**src/rtl/axi4_lite_register_slave_pkg.sv**
```systemverilog
// axi_lite_slave_pkg: response codes and FSM state types shared by the register slave
package axi_lite_slave_pkg;
  localparam logic [1:0] RESP_OKAY   = 2'b00;
  localparam logic [1:0] RESP_SLVERR = 2'b10;
  typedef enum logic [1:0] {W_IDLE, W_DELAY, W_RESP} wr_state_t;
  typedef enum logic [1:0] {R_IDLE, R_DELAY, R_RESP} rd_state_t;
endpackage

```
**src/rtl/axi4_lite_register_slave_if.sv**
```systemverilog
// axi4_lite_if: AXI4-Lite AW/W/B/AR/R channel bundle with 32-bit address and data
interface axi4_lite_if;
  logic [31:0] awaddr;
  logic        awvalid;
  logic        awready;
  logic [31:0] wdata;
  logic [3:0]  wstrb;
  logic        wvalid;
  logic        wready;
  logic [1:0]  bresp;
  logic        bvalid;
  logic        bready;
  logic [31:0] araddr;
  logic        arvalid;
  logic        arready;
  logic [31:0] rdata;
  logic [1:0]  rresp;
  logic        rvalid;
  logic        rready;
  modport master (
    output awaddr, awvalid, wdata, wstrb, wvalid, bready, araddr, arvalid, rready,
    input  awready, wready, bresp, bvalid, arready, rdata, rresp, rvalid
  );
  modport slave (
    input  awaddr, awvalid, wdata, wstrb, wvalid, bready, araddr, arvalid, rready,
    output awready, wready, bresp, bvalid, arready, rdata, rresp, rvalid
  );
endinterface

```
**src/rtl/axi4_lite_register_slave_decoder.sv**
```systemverilog
// Register_Addr_Decoder: maps a byte address onto a register index with range and read-only flags
module Register_Addr_Decoder #(
  parameter logic [31:0]          BASE_ADDR = 32'h0000_1000,
  parameter int                   REG_COUNT = 16,
  parameter logic [REG_COUNT-1:0] RO_MASK   = '0
) (
  input  logic [31:0]                  addr,
  output logic [$clog2(REG_COUNT)-1:0] index,
  output logic                         in_range,
  output logic                         is_ro
);
  localparam int IW = $clog2(REG_COUNT);
  logic [31:0] w_off;
  assign w_off    = addr - BASE_ADDR;
  assign in_range = (addr >= BASE_ADDR) && (w_off < 32'(REG_COUNT * 4));
  assign index    = w_off[IW+1:2];
  assign is_ro    = RO_MASK[index];
endmodule

```
**src/rtl/axi4_lite_register_slave.sv**
```systemverilog
// axi4_lite_register_slave: AXI4-Lite register bank with read-only status mapping, byte strobes and response delay
module axi4_lite_register_slave
  import axi_lite_slave_pkg::*;
#(
  parameter logic [31:0]          BASE_ADDR  = 32'h0000_1000,
  parameter int                   REG_COUNT  = 16,
  parameter logic [REG_COUNT-1:0] RO_MASK    = '0,
  parameter int                   RESP_DELAY = 0
) (
  input  logic                        clk,
  input  logic                        rst_n,
  axi4_lite_if.slave                  axi,
  output logic [0:REG_COUNT-1][31:0]  reg_out,
  input  logic [0:REG_COUNT-1][31:0]  reg_in,
  output logic [REG_COUNT-1:0]        wr_pulse,
  output logic [REG_COUNT-1:0]        rd_pulse
);
  localparam int         IW  = $clog2(REG_COUNT);
  localparam logic [7:0] DLY = 8'(RESP_DELAY);
  wr_state_t                 r_wr_st;
  rd_state_t                 r_rd_st;
  logic                      r_awrdy, r_wrdy, r_arrdy, r_bvalid, r_rvalid, r_aw_held, r_w_held;
  logic [1:0]                r_bresp, r_rresp;
  logic [31:0]               r_awaddr, r_wdata, r_rdata;
  logic [3:0]                r_wstrb;
  logic [7:0]                r_wcnt, r_rcnt;
  logic [0:REG_COUNT-1][31:0] r_regs;
  logic [REG_COUNT-1:0]      r_wr_pulse, r_rd_pulse, r_rd_mask;
  logic                      w_aw_hs, w_w_hs, w_ar_hs, w_aw_have, w_w_have, w_commit, w_wr_ok;
  logic                      w_aw_in, w_aw_ro, w_ar_in, w_ar_ro;
  logic [31:0]               w_awaddr, w_wdata, w_rd_word;
  logic [3:0]                w_wstrb;
  logic [IW-1:0]             w_aw_idx, w_ar_idx;
  logic [REG_COUNT-1:0]      w_ar_mask;

  assign w_aw_hs   = axi.awvalid && r_awrdy;
  assign w_w_hs    = axi.wvalid && r_wrdy;
  assign w_ar_hs   = axi.arvalid && r_arrdy;
  assign w_aw_have = r_aw_held || w_aw_hs;
  assign w_w_have  = r_w_held || w_w_hs;
  assign w_commit  = (r_wr_st == W_IDLE) && w_aw_have && w_w_have;
  assign w_awaddr  = r_aw_held ? r_awaddr : axi.awaddr;
  assign w_wdata   = r_w_held ? r_wdata : axi.wdata;
  assign w_wstrb   = r_w_held ? r_wstrb : axi.wstrb;
  assign w_wr_ok   = w_aw_in && !w_aw_ro;
  assign w_ar_mask = w_ar_in ? (REG_COUNT'(1) << w_ar_idx) : '0;
  assign w_rd_word = !w_ar_in ? 32'h0 : w_ar_ro ? reg_in[w_ar_idx] : r_regs[w_ar_idx];

  Register_Addr_Decoder #(.BASE_ADDR(BASE_ADDR), .REG_COUNT(REG_COUNT), .RO_MASK(RO_MASK)) u_aw_dec (
    .addr(w_awaddr), .index(w_aw_idx), .in_range(w_aw_in), .is_ro(w_aw_ro)
  );
  Register_Addr_Decoder #(.BASE_ADDR(BASE_ADDR), .REG_COUNT(REG_COUNT), .RO_MASK(RO_MASK)) u_ar_dec (
    .addr(axi.araddr), .index(w_ar_idx), .in_range(w_ar_in), .is_ro(w_ar_ro)
  );

  // Write channel FSM: collect AW and W in any order, commit, optional delay, hold B until accepted
  always_ff @(posedge clk or negedge rst_n)
    if (!rst_n) begin
      r_wr_st   <= W_IDLE;
      r_aw_held <= 1'b0;
      r_w_held  <= 1'b0;
      r_awrdy   <= 1'b0;
      r_wrdy    <= 1'b0;
      r_bvalid  <= 1'b0;
      r_bresp   <= RESP_OKAY;
      r_wcnt    <= '0;
      r_awaddr  <= '0;
      r_wdata   <= '0;
      r_wstrb   <= '0;
    end else
      case (r_wr_st)
        W_IDLE:
          if (w_commit) begin
            r_aw_held <= 1'b0;
            r_w_held  <= 1'b0;
            r_awrdy   <= 1'b0;
            r_wrdy    <= 1'b0;
            r_bresp   <= w_wr_ok ? RESP_OKAY : RESP_SLVERR;
            r_wcnt    <= DLY;
            r_wr_st   <= DLY != 0 ? W_DELAY : W_RESP;
            r_bvalid  <= DLY == 0;
          end else begin
            if (w_aw_hs) begin
              r_aw_held <= 1'b1;
              r_awaddr  <= axi.awaddr;
            end
            if (w_w_hs) begin
              r_w_held <= 1'b1;
              r_wdata  <= axi.wdata;
              r_wstrb  <= axi.wstrb;
            end
            r_awrdy <= !w_aw_have;
            r_wrdy  <= !w_w_have;
          end
        W_DELAY: begin
          r_wcnt <= r_wcnt - 8'd1;
          if (r_wcnt == 8'd1) begin
            r_wr_st  <= W_RESP;
            r_bvalid <= 1'b1;
          end
        end
        W_RESP:
          if (axi.bready) begin
            r_bvalid <= 1'b0;
            r_awrdy  <= 1'b1;
            r_wrdy   <= 1'b1;
            r_wr_st  <= W_IDLE;
          end
        default: r_wr_st <= W_IDLE;
      endcase

  // Register array: byte-lane merge on a committed writable, non-empty-strobe write
  always_ff @(posedge clk or negedge rst_n)
    if (!rst_n) begin
      r_regs     <= '0;
      r_wr_pulse <= '0;
    end else begin
      r_wr_pulse <= '0;
      if (w_commit && w_wr_ok && |w_wstrb) begin
        for (int k = 0; k < 4; k++)
          if (w_wstrb[k]) r_regs[w_aw_idx][8*k +: 8] <= w_wdata[8*k +: 8];
        r_wr_pulse[w_aw_idx] <= 1'b1;
      end
    end

  // Read channel FSM: capture data at the AR handshake, optional delay, hold R until accepted
  always_ff @(posedge clk or negedge rst_n)
    if (!rst_n) begin
      r_rd_st    <= R_IDLE;
      r_arrdy    <= 1'b0;
      r_rvalid   <= 1'b0;
      r_rresp    <= RESP_OKAY;
      r_rdata    <= '0;
      r_rcnt     <= '0;
      r_rd_mask  <= '0;
      r_rd_pulse <= '0;
    end else begin
      r_rd_pulse <= '0;
      case (r_rd_st)
        R_IDLE:
          if (w_ar_hs) begin
            r_arrdy    <= 1'b0;
            r_rdata    <= w_rd_word;
            r_rresp    <= w_ar_in ? RESP_OKAY : RESP_SLVERR;
            r_rd_mask  <= w_ar_mask;
            r_rcnt     <= DLY;
            r_rd_st    <= DLY != 0 ? R_DELAY : R_RESP;
            r_rvalid   <= DLY == 0;
            r_rd_pulse <= DLY == 0 ? w_ar_mask : '0;
          end else
            r_arrdy <= 1'b1;
        R_DELAY: begin
          r_rcnt <= r_rcnt - 8'd1;
          if (r_rcnt == 8'd1) begin
            r_rd_st    <= R_RESP;
            r_rvalid   <= 1'b1;
            r_rd_pulse <= r_rd_mask;
          end
        end
        R_RESP:
          if (axi.rready) begin
            r_rvalid <= 1'b0;
            r_arrdy  <= 1'b1;
            r_rd_st  <= R_IDLE;
          end
        default: r_rd_st <= R_IDLE;
      endcase
    end

  assign axi.awready = r_awrdy;
  assign axi.wready  = r_wrdy;
  assign axi.bvalid  = r_bvalid;
  assign axi.bresp   = r_bresp;
  assign axi.arready = r_arrdy;
  assign axi.rvalid  = r_rvalid;
  assign axi.rresp   = r_rresp;
  assign axi.rdata   = r_rdata;
  assign reg_out     = r_regs;
  assign wr_pulse    = r_wr_pulse;
  assign rd_pulse    = r_rd_pulse;
endmodule

```
**src/flat_wrapper.sv**
```systemverilog
// flat-port wrapper written by rule: the top's interface ports become plain ports
module axi4_lite_register_slave_flat import axi_lite_slave_pkg::*;
#(
  parameter logic [31:0]          BASE_ADDR  = 32'h0000_1000,
  parameter int                   REG_COUNT  = 16,
  parameter logic [REG_COUNT-1:0] RO_MASK    = '0,
  parameter int                   RESP_DELAY = 0
)
  (clk, rst_n, reg_out, reg_in, wr_pulse, rd_pulse, axi_awaddr, axi_awvalid, axi_wdata, axi_wstrb, axi_wvalid, axi_bready, axi_araddr, axi_arvalid, axi_rready, axi_awready, axi_wready, axi_bresp, axi_bvalid, axi_arready, axi_rdata, axi_rresp, axi_rvalid);
  axi4_lite_if axi_i ();
  input  logic clk;
  input  logic rst_n;
  output logic [0:REG_COUNT-1][31:0] reg_out;
  input  logic [0:REG_COUNT-1][31:0] reg_in;
  output logic [REG_COUNT-1:0] wr_pulse;
  output logic [REG_COUNT-1:0] rd_pulse;
  input wire logic [$bits(axi_i.awaddr)-1:0] axi_awaddr;
  input wire logic [$bits(axi_i.awvalid)-1:0] axi_awvalid;
  input wire logic [$bits(axi_i.wdata)-1:0] axi_wdata;
  input wire logic [$bits(axi_i.wstrb)-1:0] axi_wstrb;
  input wire logic [$bits(axi_i.wvalid)-1:0] axi_wvalid;
  input wire logic [$bits(axi_i.bready)-1:0] axi_bready;
  input wire logic [$bits(axi_i.araddr)-1:0] axi_araddr;
  input wire logic [$bits(axi_i.arvalid)-1:0] axi_arvalid;
  input wire logic [$bits(axi_i.rready)-1:0] axi_rready;
  output wire logic [$bits(axi_i.awready)-1:0] axi_awready;
  output wire logic [$bits(axi_i.wready)-1:0] axi_wready;
  output wire logic [$bits(axi_i.bresp)-1:0] axi_bresp;
  output wire logic [$bits(axi_i.bvalid)-1:0] axi_bvalid;
  output wire logic [$bits(axi_i.arready)-1:0] axi_arready;
  output wire logic [$bits(axi_i.rdata)-1:0] axi_rdata;
  output wire logic [$bits(axi_i.rresp)-1:0] axi_rresp;
  output wire logic [$bits(axi_i.rvalid)-1:0] axi_rvalid;
  assign axi_i.awaddr = axi_awaddr;
  assign axi_i.awvalid = axi_awvalid;
  assign axi_i.wdata = axi_wdata;
  assign axi_i.wstrb = axi_wstrb;
  assign axi_i.wvalid = axi_wvalid;
  assign axi_i.bready = axi_bready;
  assign axi_i.araddr = axi_araddr;
  assign axi_i.arvalid = axi_arvalid;
  assign axi_i.rready = axi_rready;
  assign axi_awready = axi_i.awready;
  assign axi_wready = axi_i.wready;
  assign axi_bresp = axi_i.bresp;
  assign axi_bvalid = axi_i.bvalid;
  assign axi_arready = axi_i.arready;
  assign axi_rdata = axi_i.rdata;
  assign axi_rresp = axi_i.rresp;
  assign axi_rvalid = axi_i.rvalid;
  axi4_lite_register_slave #(.BASE_ADDR(BASE_ADDR), .REG_COUNT(REG_COUNT), .RO_MASK(RO_MASK), .RESP_DELAY(RESP_DELAY)) u_core (.clk(clk), .rst_n(rst_n), .axi(axi_i), .reg_out(reg_out), .reg_in(reg_in), .wr_pulse(wr_pulse), .rd_pulse(rd_pulse));
endmodule
```
**config.mk**
```make
export PLATFORM = sky130hd
export DESIGN_NAME = axi4_lite_register_slave_flat
export DESIGN_NICKNAME = d
export VERILOG_FILES = /design/src/rtl/axi4_lite_register_slave_pkg.sv /design/src/rtl/axi4_lite_register_slave_if.sv /design/src/rtl/axi4_lite_register_slave_decoder.sv /design/src/rtl/axi4_lite_register_slave.sv /design/src/flat_wrapper.sv
export SDC_FILE = /design/constraint.sdc
export NUM_CORES = 1
export LEC_CHECK = 0
export CAP_MARGIN = 20
export CORE_AREA = 8 8 466 468
export CTS_CLUSTER_SIZE = 20
export DETAILED_ROUTE_END_ITERATION = 7
export DIE_AREA = 0 0 474 476
export DONT_BUFFER_PORTS = 1
export PLACE_DENSITY_LB_ADDON = 0.08
export SYNTH_ARGS = -nofsm -noshare
export SYNTH_HDL_FRONTEND = slang
export SYNTH_SLANG_ARGS = --single-unit
```
**constraint.sdc**
```tcl
create_clock -name clk -period 6.9 [get_ports clk]
set_clock_uncertainty 0.2 [all_clocks]
set_input_delay 1.38 -clock clk [delete_from_list [all_inputs] [get_ports clk]]
set_output_delay 1.38 -clock clk [all_outputs]
set_load 0.1 [all_outputs]
```
After elaboration in Yosys (flattened, before gate mapping)
Memories as Yosys holds them, arrays and structs flattened. Index checks and enable logic that the tools add are counted.

Logic and storage cells: 183. Bits of input ports: 619. Bits in registers: 691. Output and inout port bits: 585. ROM bits: 32. Memories kept: 2.

Mux-type cells: 73. Shifts and indexed selects: 1. Add/sub/neg operators: 4. Equal/unequal tests: 12. Reductions and logical operators: 42. $lt $le $gt $ge: 10. Bitwise gates (word level): 3.

Memories: (no name shown) (words 16, bits a word 1, rd ports 1, clocked after Yosys merged registers in 0, write ports 0, RTL line axi4_lite_register_slave_decoder.sv:17) `assign is_ro = RO_MASK[index];`; (no name shown) (words 16, bits a word 1, rd ports 1, clocked after Yosys merged registers in 0, write ports 0, RTL line axi4_lite_register_slave_decoder.sv:17).

Operators with widths (number): two-way mux 512 bit (7); bitwise mux 512 bit (4); demux 32 bit (select 4 bit) (4); two-way mux 32 bit (9); binary-select mux 32 bit (select 4 bit) (2); two-way mux 16 bit (5); >= comparator 32 x 13 -> 1 bit (second input constant) (2); less-than comparator 32 x 7 -> 1 bit (second input constant) (2); subtractor 32 x 13 -> 32 bit (second input constant) (2); one-hot mux 16 bit (2 select lines) (1); one-hot mux 8 bit (2 select lines) (2); two-way mux 24 bit (1); two-way mux 8 bit (3); two-way mux 1 bit (18); == test 8 x 1 -> 1 bit (second input constant) (2); two-way mux 2 bit (8); AND reduction 2 bit (8); left shift 1 x 4 -> 16 bit (first input constant) (1); subtractor 8 x 1 -> 8 bit (second input constant) (2); logical AND 1 bit (12); one-hot mux 2 bit (3 select lines) (2); AND reduction 3 bit (4); nonzero test 2 bit (6); >= comparator 5 bit (second input constant) (2); 19 further kinds (36).

Logic depth before layout (Yosys ltp)
Gate-level depths: netlist of run 1.

Depth after elaboration: 18. Gate-level depth with buffers: 10. Gate-level depth less buffers: 6.

Cells and area by module
Synthesis of run 1 repeated with hierarchy kept, for this count alone.

Cells, all modules: 2725. Area, all modules: 34056.4 um^2.

By module, submodules not included: axi4_lite_register_slave (area each 33811.2 um^2, cells each 2693, sequential area each 16340.7 um^2, times used 1); Register_Addr_Decoder (area each 122.6 um^2, cells each 16, sequential area each 0.0 um^2, times used 2).

Least setup slack after synthesis of run 1
OpenSTA, ideal clock, no wires.

Path type: input -> register. Start: input port axi_araddr[2]. End: register u_core.r_rdata[0] (netlist: u_core.axi.rdata[0]). Cell stages on the path: 7. Data required time: 6.555 ns. Arrival: 3.548 ns. Path buffers: 3. Setup slack: 3.007 ns. Library setup time: 0.145 ns. Cell sequence: clkbuf_1 > clkbuf_1 > buf_1 > mux4_2 > mux4_2 > inv_1 > o21ai_0.

Cells in the longest elaborated chain, start to end: 7. Elaborated cells between the ends (all ways): 15. Classes of those cells: add/sub: 1; order compare: 2; mux: 9; bitwise: 1; reduce/logical: 1; memory: 1.

RTL lines: start, declared (RTL line flat_wrapper.sv:23) `input wire logic [$bits(axi_i.araddr)-1:0] axi_araddr;`; branches (longest 6 deep; another with subtractor 32 x 13 -> 32 bit); two-way mux 32 bit * (RTL line axi4_lite_register_slave.sv:47) `assign w_rd_word = !w_ar_in ? 32'h0 : w_ar_ro ? reg_in[w_ar_idx] : r_regs[w_ar_idx];`; end signal, assigned (RTL line axi4_lite_register_slave.sv:143) `r_rdata <= w_rd_word;`; end, declared (RTL line axi4_lite_register_slave.sv:24) `logic [31:0] r_awaddr, r_wdata, r_rdata;`.

Mark *: on every way between the ends. The select of a mux whose other input is x is not followed. A chain may end at the register's enable or synchronous reset.

Final worst setup path of run 1
Start: register u_core.r_w_held. End: register u_core.r_regs, in the netlist u_core.reg_out[384].

Cells in the longest elaborated chain, start to end: 12. Elaborated cells between the ends (all ways): 18. Classes of those cells: mux: 13; reduce/logical: 5.

RTL lines: start, declared (RTL line axi4_lite_register_slave.sv:22) `logic r_awrdy, r_wrdy, r_arrdy, r_bvalid, r_rvalid, r_aw_held, r_w_held;`; start signal, assigned (RTL line axi4_lite_register_slave.sv:61) `r_w_held <= 1'b0;`; start signal, assigned (RTL line axi4_lite_register_slave.sv:75) `r_w_held <= 1'b0;`; start signal, assigned (RTL line axi4_lite_register_slave.sv:88) `r_w_held <= 1'b1;`; two-way mux 32 bit (RTL line axi4_lite_register_slave.sv:43) `assign w_wdata = r_w_held ? r_wdata : axi.wdata;`; bitwise mux 512 bit (RTL line axi4_lite_register_slave.sv:121) `if (w_wstrb[k]) r_regs[w_aw_idx][8*k +: 8] <= w_wdata[8*k +: 8];`; two-way mux 512 bit (RTL line axi4_lite_register_slave.sv:121); two-way mux 512 bit (RTL line axi4_lite_register_slave.sv:119) `if (w_commit && w_wr_ok && |w_wstrb) begin`; bitwise mux 512 bit (RTL line axi4_lite_register_slave.sv:121); two-way mux 512 bit (RTL line axi4_lite_register_slave.sv:121); two-way mux 512 bit (RTL line axi4_lite_register_slave.sv:119); bitwise mux 512 bit (RTL line axi4_lite_register_slave.sv:121); two-way mux 512 bit (RTL line axi4_lite_register_slave.sv:121); two-way mux 512 bit (RTL line axi4_lite_register_slave.sv:119); bitwise mux 512 bit (RTL line axi4_lite_register_slave.sv:121); two-way mux 512 bit (RTL line axi4_lite_register_slave.sv:121); end signal, assigned by index (RTL line axi4_lite_register_slave.sv:121); end, declared (RTL line axi4_lite_register_slave.sv:27) `logic [0:REG_COUNT-1][31:0] r_regs;`.

Parallel ways exist; a longest one is shown, timed or not. The select of a mux whose other input is x is not followed.

==> results of run 1 <==
## how the worst max path moves through the flow
stage                         start  slack [ps]                  end  depth (start not counted)
finish              u_core.r_w_held        2170  u_core.reg_out[384]                          7
global route        u_core.r_w_held        1920  u_core.reg_out[129]                          7
CTS                 u_core.r_w_held        2020  u_core.reg_out[164]                          7
detailed placement       axi_wvalid        1970  u_core.reg_out[167]                          7
global placement         axi_wvalid        2000  u_core.reg_out[162]                          7
floorplan             axi_araddr[2]        3010  u_core.axi.rdata[0]                          7
## layout make-up
cell class	instances	area [µm²]	share of cell area, %
Multi-Input combinational cell	1159	13600	36.2
Clock buffer	134	2700	7.17
Inverter	35	131	0.349
Antenna cell	24	60.1	0.160
Tap cell	2821	3530	9.37
Timing Repair Buffer	102	930	2.47
Clock inverter	30	373	0.990
Sequential cell	651	16300	43.3
## layout by cell type (no fill, tap or decap), types with 18 or more instances in the layout
master / instances
dfrtp_1: 650
mux2_2: 616
mux4_2: 160
nand2_1: 103
clkbuf_16: 91
buf_4: 81
nor4_4: 64
nor2_1: 42
inv_1: 35
o21ai_0: 35
clkbuf_8: 26
diode_2: 24
nor3_1: 23
clkbuf_1: 19
clkinv_2: 18
## flip-flops by register name, indices dropped and copies added (netlist names), 4 cells and up
| register | count |
|---|---|
| u_core.r_awaddr | 30 |
| u_core.wr_pulse | 16 |
| u_core.axi.rdata | 32 |
| u_core.r_wstrb | 4 |
| u_core.reg_out | 512 |
| u_core.r_wdata | 32 |
| u_core.rd_pulse | 16 |
## logic make-up after synthesis
kind of cell | after synthesis
buf+inv | 156
mux | 778
flops | 651
xor+xnor | 2
other cells | 1
simple gates | 311
compound gates | 66
## per-stage QoR
step | area, µm² | util [%]
finish | 37700 | 17.9
global route | 37600 | 17.9
CTS | 37400 | 17.8
detailed placement | 34300 | 16.3
global placement | 34200 | 16.3
floorplan | 30500 | -
## power groups by stage
stage / logic [mW] / registers [mW] / clock network, mW
after floorplan: 1.05 / 4.29 / 0
after global placement: 1.42 / 4.40 / 0
after detailed placement: 1.45 / 4.41 / 0
after CTS: 1.46 / 4.34 / 5.10
after global routing: 1.64 / 4.36 / 5.22
final: 1.49 / 4.33 / 4.86
## per-layer routing
metal  global-route usage [%]  routed length [µm]
met1                     14.4               56400
met2                     20.8               69900
met3                     8.97               23700
met4                     3.34                3110
met5                        0                  80
## critical path: stages (launching register included)
cell     delay [ps]
dfrtp_4        1090
a21oi_1         230
or3_1           450
nor4_1          350
nand4_1         290
buf_12          330
nor4_4         1050
mux2_2          420
==> results.sh, run 1 <==
export IMPL_synthMuxAreaShare_pct=34.7
export IMPL_first_pass_iters=4
export IMPL_min_path_type="primary input to async pin"
export IMPL_grt_pass1_vias=20200
export IMPL_post_cts_buffers=0
export IMPL_ys_top_cells_by_area="dfrtp_1 (53%), mux2_2 (23%), mux4_2 (12%), nor4_4 (4.5%), nand2_1 (1.3%)"
export IMPL_ios=1204
export IMPL_yosysUniqueCellTypes=48
export IMPL_gp_congestion=0.738
export IMPL_cts_max_level=3
export IMPL_drt_iter0_drc=691
export IMPL_status="completed"
export IMPL_p_seq_share_pct=40.5
export IMPL_synth_top_area_share_pct=53.5
export IMPL_antenna_found_initial=18
export IMPL_layout_setup_ws_ps=2170
export IMPL_cts_tree="done"
export IMPL_path_max_fanout=64
export IMPL_r2r_slack_ps=2170
export IMPL_syn_inst=1965
export IMPL_intPower_mw=7.38
export IMPL_combPwrFrac_pct=14.0
export IMPL_reg2reg_depth=7
export IMPL_cts_sinks=651
export IMPL_grtUsageTotal_pct=13.1
export IMPL_worstMarginPinSlew_ps=1180
export IMPL_p_switching_mw=3.30
export IMPL_setup_viol=0
export IMPL_cts_buffer_depth=3
export IMPL_grt_pass1_wl_um=202000
export IMPL_remaining_drc_errors=0
export IMPL_viasPerCell=3.76
export IMPL_die_area_mm2=0.226
export IMPL_start_util_pct=14.5
export IMPL_ir_drop_mv=0.167
export IMPL_regToRegEndpoint="u_core.reg_out[384]"
export IMPL_min_period_over_period_pct=68.6
export IMPL_fin_crit_ps=4730
export IMPL_clock_root_buffer="clkbuf_16"
export IMPL_regToRegStartpoint="u_core.r_w_held"
export IMPL_clkTransAtPathRegs_ps=50
export IMPL_die_y_um=476
export IMPL_cp_end_kind="register"
export IMPL_timing_max_cap_violations=0
export IMPL_cp_arrival_ps=5110
export IMPL_synth_compound_area_share_pct=1.30
export IMPL_total_power_mw=10.7
export IMPL_cts_buffers=90
export IMPL_synth_edf_count=0
export IMPL_synth_most_common_cell="dfrtp_1"
export IMPL_fin_setup_tns_ps=0
export IMPL_syn2layout_area_growth_pct=23.5
export IMPL_postCtsHoldBufs=0
export IMPL_insertion_delay_ps=740
export IMPL_p_sw_share_pct=30.9
export IMPL_grt_max_degree=652
export IMPL_synthesis_area_mm2=0.0305
export IMPL_stdcell_count=4956
export IMPL_vias=18600
export IMPL_fp_dieW_um=474
export IMPL_synth_xor_area_share_pct=0.0575
export IMPL_dp_cells=4758
export IMPL_critical_path_class="register to register"
export IMPL_overflow=0
export IMPL_power_clock_fraction_pct=45.5
export IMPL_yosysSeqAreaShare_pct=53.5
export IMPL_required_ps=7280
export IMPL_yosysWarnings=0
export IMPL_wl_per_cell_um=30.9
export IMPL_leakagePower_nw=16.2
export IMPL_holdWs_ps=168
export IMPL_core_area_mm2=0.210
export IMPL_numPortBuffers=0
export IMPL_fp_row_count=169
export IMPL_wl_um=153000
export IMPL_nets=2658
export IMPL_place_ws_ps=1970
export IMPL_synth_seq_cells=651
export IMPL_critPathLaunchType="register"
export IMPL_synthAdderAreaFrac_pct=0
export IMPL_synth_top_family_by_area="multiplexers"
export IMPL_synthArstFlopShare_pct=100
export IMPL_synthTopCellsByCount="dfrtp_1 (651), mux2_2 (616), mux4_2 (160)"
export IMPL_drive_above_1_share_pct=52.3
export IMPL_clock_fmax_mhz=211
export IMPL_relSlewSlack_pct=21.5
export IMPL_rsz0062_at_grt="false"
export IMPL_hpwl_um=106000
export IMPL_yosys_area_top_type="dfrtp_1"
export IMPL_finalHoldViolations=0
export IMPL_syn_mean_instance_area_um2=15.5
export IMPL_slew_violations=0
export IMPL_fillers=22700
export IMPL_power_density_mw_per_mm2=284
export IMPL_synth_main_ff_cell="dfrtp_1"
export IMPL_cts_resized=0
export IMPL_yosys_area_share_simple_pct=8.32
export IMPL_antenna_left=0
No activity file was read; power rests on OpenSTA's default activity.
==> run 2: changes to the inputs <==
Clock period 6.9 ns to 4.71 ns, I/O delays scaled along.
==> results.sh, run 2 (synthesized netlist as in run 1, its figures left out) <==
export IMPL_slowest_stage="dfrtp_1"
export IMPL_final_cell_mix="dfrtp_1 (650), mux2_2 (616), mux4_2 (160), nand2_1 (103), buf_4 (97)"
export IMPL_antenna_found_initial=14
export IMPL_crit_chain="a21oi_1 -> or3_1 -> nor4_1 -> nand4_1 -> buf_12 -> nor4_4 -> buf_4 -> mux2_2"
export IMPL_syn2layout_area_growth_pct=23.8
export IMPL_fin_setup_tns_ps=0
export IMPL_critPathLaunchType="register"
export IMPL_min_path_type="primary input to register"
export IMPL_hpwl_um=108000
export IMPL_cts_tree="done"
export IMPL_fin_crit_ps=4070
export IMPL_cts_buffer_depth=3
export IMPL_cts_resized=0
export IMPL_holdWs_ps=134
export IMPL_worst_path_largest_cell_delay_ps=850
export IMPL_numPortBuffers=0
export IMPL_reg2reg_depth=8
export IMPL_grt_max_degree=652
export IMPL_worstHoldEndpoint="u_core.axi.rvalid"
export IMPL_regToRegEndpoint="u_core.reg_out[15]"
export IMPL_vias=18600
export IMPL_layout_commonest_cell="dfrtp_1"
export IMPL_gp_congestion=0.733
export IMPL_drive_above_1_share_pct=52.6
export IMPL_worstMarginPinSlew_ps=1180
export IMPL_place_ws_ps=581
export IMPL_clock_fmax_mhz=246
export IMPL_regToRegStartpoint="u_core.r_aw_held"
export IMPL_finalHoldViolations=0
export IMPL_power_clock_fraction_pct=45.0
export IMPL_ir_drop_mv=0.314
export IMPL_finalCoreUtilization_pct=17.9
export IMPL_fp_row_count=169
export IMPL_leakagePower_nw=16.2
export IMPL_critical_path_class="register to register"
export IMPL_die_area_mm2=0.226
export IMPL_combPwrFrac_pct=15.5
export IMPL_ios=1204
export IMPL_insertion_delay_ps=700
export IMPL_grt_pass1_vias=20400
export IMPL_crit_buf_inv=2
export IMPL_fp_dieW_um=474
export IMPL_setup_viol=0
export IMPL_cts_sinks=651
export IMPL_fin_area_mm2=0.0377
export IMPL_post_cts_buffers=0
export IMPL_drt_iter0_drc=820
export IMPL_status="completed"
export IMPL_hold_start="axi_rready"
export IMPL_nets=2673
export IMPL_first_pass_iters=6
export IMPL_wl_per_cell_um=30.9
export IMPL_p_switching_mw=4.83
export IMPL_grt_pass1_wl_um=203000
export IMPL_core_area_mm2=0.210
export IMPL_layout_setup_ws_ps=638
export IMPL_clkTransAtPathRegs_ps=50
export IMPL_r2r_slack_ps=640
export IMPL_antenna_left=0
export IMPL_relSlewSlack_pct=21.2
export IMPL_min_period_over_period_pct=86.5
export IMPL_largest_register_ffs=512
export IMPL_hold_depth=1
export IMPL_cts_max_level=3
export IMPL_remaining_drc_errors=0
export IMPL_rsz0062_at_grt="false"
export IMPL_path_max_fanout=64
export IMPL_power_density_mw_per_mm2=415
export IMPL_clock_root_buffer="clkbuf_16"
export IMPL_cts_buffers=92
export IMPL_overflow=0
export IMPL_viasPerCell=3.74
export IMPL_stdcell_count=4970
export IMPL_cp_top_family="simple AND/OR/NAND/NOR gates"
export IMPL_p_sw_share_pct=30.9
export IMPL_start_util_pct=14.5
export IMPL_required_ps=5060
export IMPL_placed_area_mm2=0.0344
export IMPL_p_seq_share_pct=39.5
export IMPL_wl_um=154000
export IMPL_cp_end_kind="register"
export IMPL_die_y_um=476
export IMPL_intPower_mw=10.8
export IMPL_slew_violations=0
export IMPL_dp_cells=4769
export IMPL_cp_arrival_ps=4420
export IMPL_total_power_mw=15.6
export IMPL_grtUsageTotal_pct=13.2
export IMPL_timing_max_cap_violations=0
-- run 2: cell types whose count changed in the layout (fill, tap and decap cells not counted), sizes merged --
cell,delta
buf,+12
clkinvlp,+5
clkbuf,-1
clkinv,-1
diode,-1
dlygate4sd3,+1
inv,-1
-- run 2: layout make-up --
class                      count  area [µm²]
antenna                       23        57.6
clock buffer                 133        2670
clock inverter                33         364
fill                       22700      173000
inverter                      35         131
multi-input combinational   1159       13600
sequential                   651       16300
tap                         2821        3530
timing repair buffer         115        1040
-- run 2: per-layer routing --
layer	share of wire, %	global-route usage, %	vias to the layer above	wire (µm)
li1	-	-	7596	-
met1	37	14.3	10100	56300
met2	45	20.9	729	69400
met3	15	9.00	163	23200
met4	3.0	3.89	4	4640
met5	0.022	0	-	34
-- run 2: power groups by stage --
stage	Sequential [mW]	Clock, mW	Combinational, mW
detailed placement	6.28	0	2.37
global placement	6.26	0	2.33
CTS	6.18	7.37	2.37
floorplan	6.28	0	1.54
finish	6.18	7.03	2.43
global route	6.21	7.56	2.64
-- run 2: worst register-to-register path, delay by kind of cell, from the launching register on --
kind / cells / cell delay (ps)
and+or+nand+nor: 4 / 1580
DFF: 1 / 850
buffers and inverters: 2 / 670
muxes: 1 / 390
AOI/OAI and AO/OA: 1 / 250
-- run 2: worst max-delay path by stage --
| stage | from | slack, ps | to | depth (start not counted) |
|---|---|---|---|---|
| after detailed placement | u_core.r_aw_held | 580 | u_core.wr_pulse[14] | 6 |
| after global routing | u_core.r_aw_held | 270 | u_core.wr_pulse[14] | 6 |
| after CTS | u_core.r_aw_held | 570 | u_core.wr_pulse[14] | 6 |
| final | u_core.r_aw_held | 640 | u_core.reg_out[15] | 8 |
| after floorplan | u_core.axi.wready | 1200 | u_core.reg_out[225] | 8 |
| after global placement | u_core.r_aw_held | 580 | u_core.reg_out[209] | 8 |
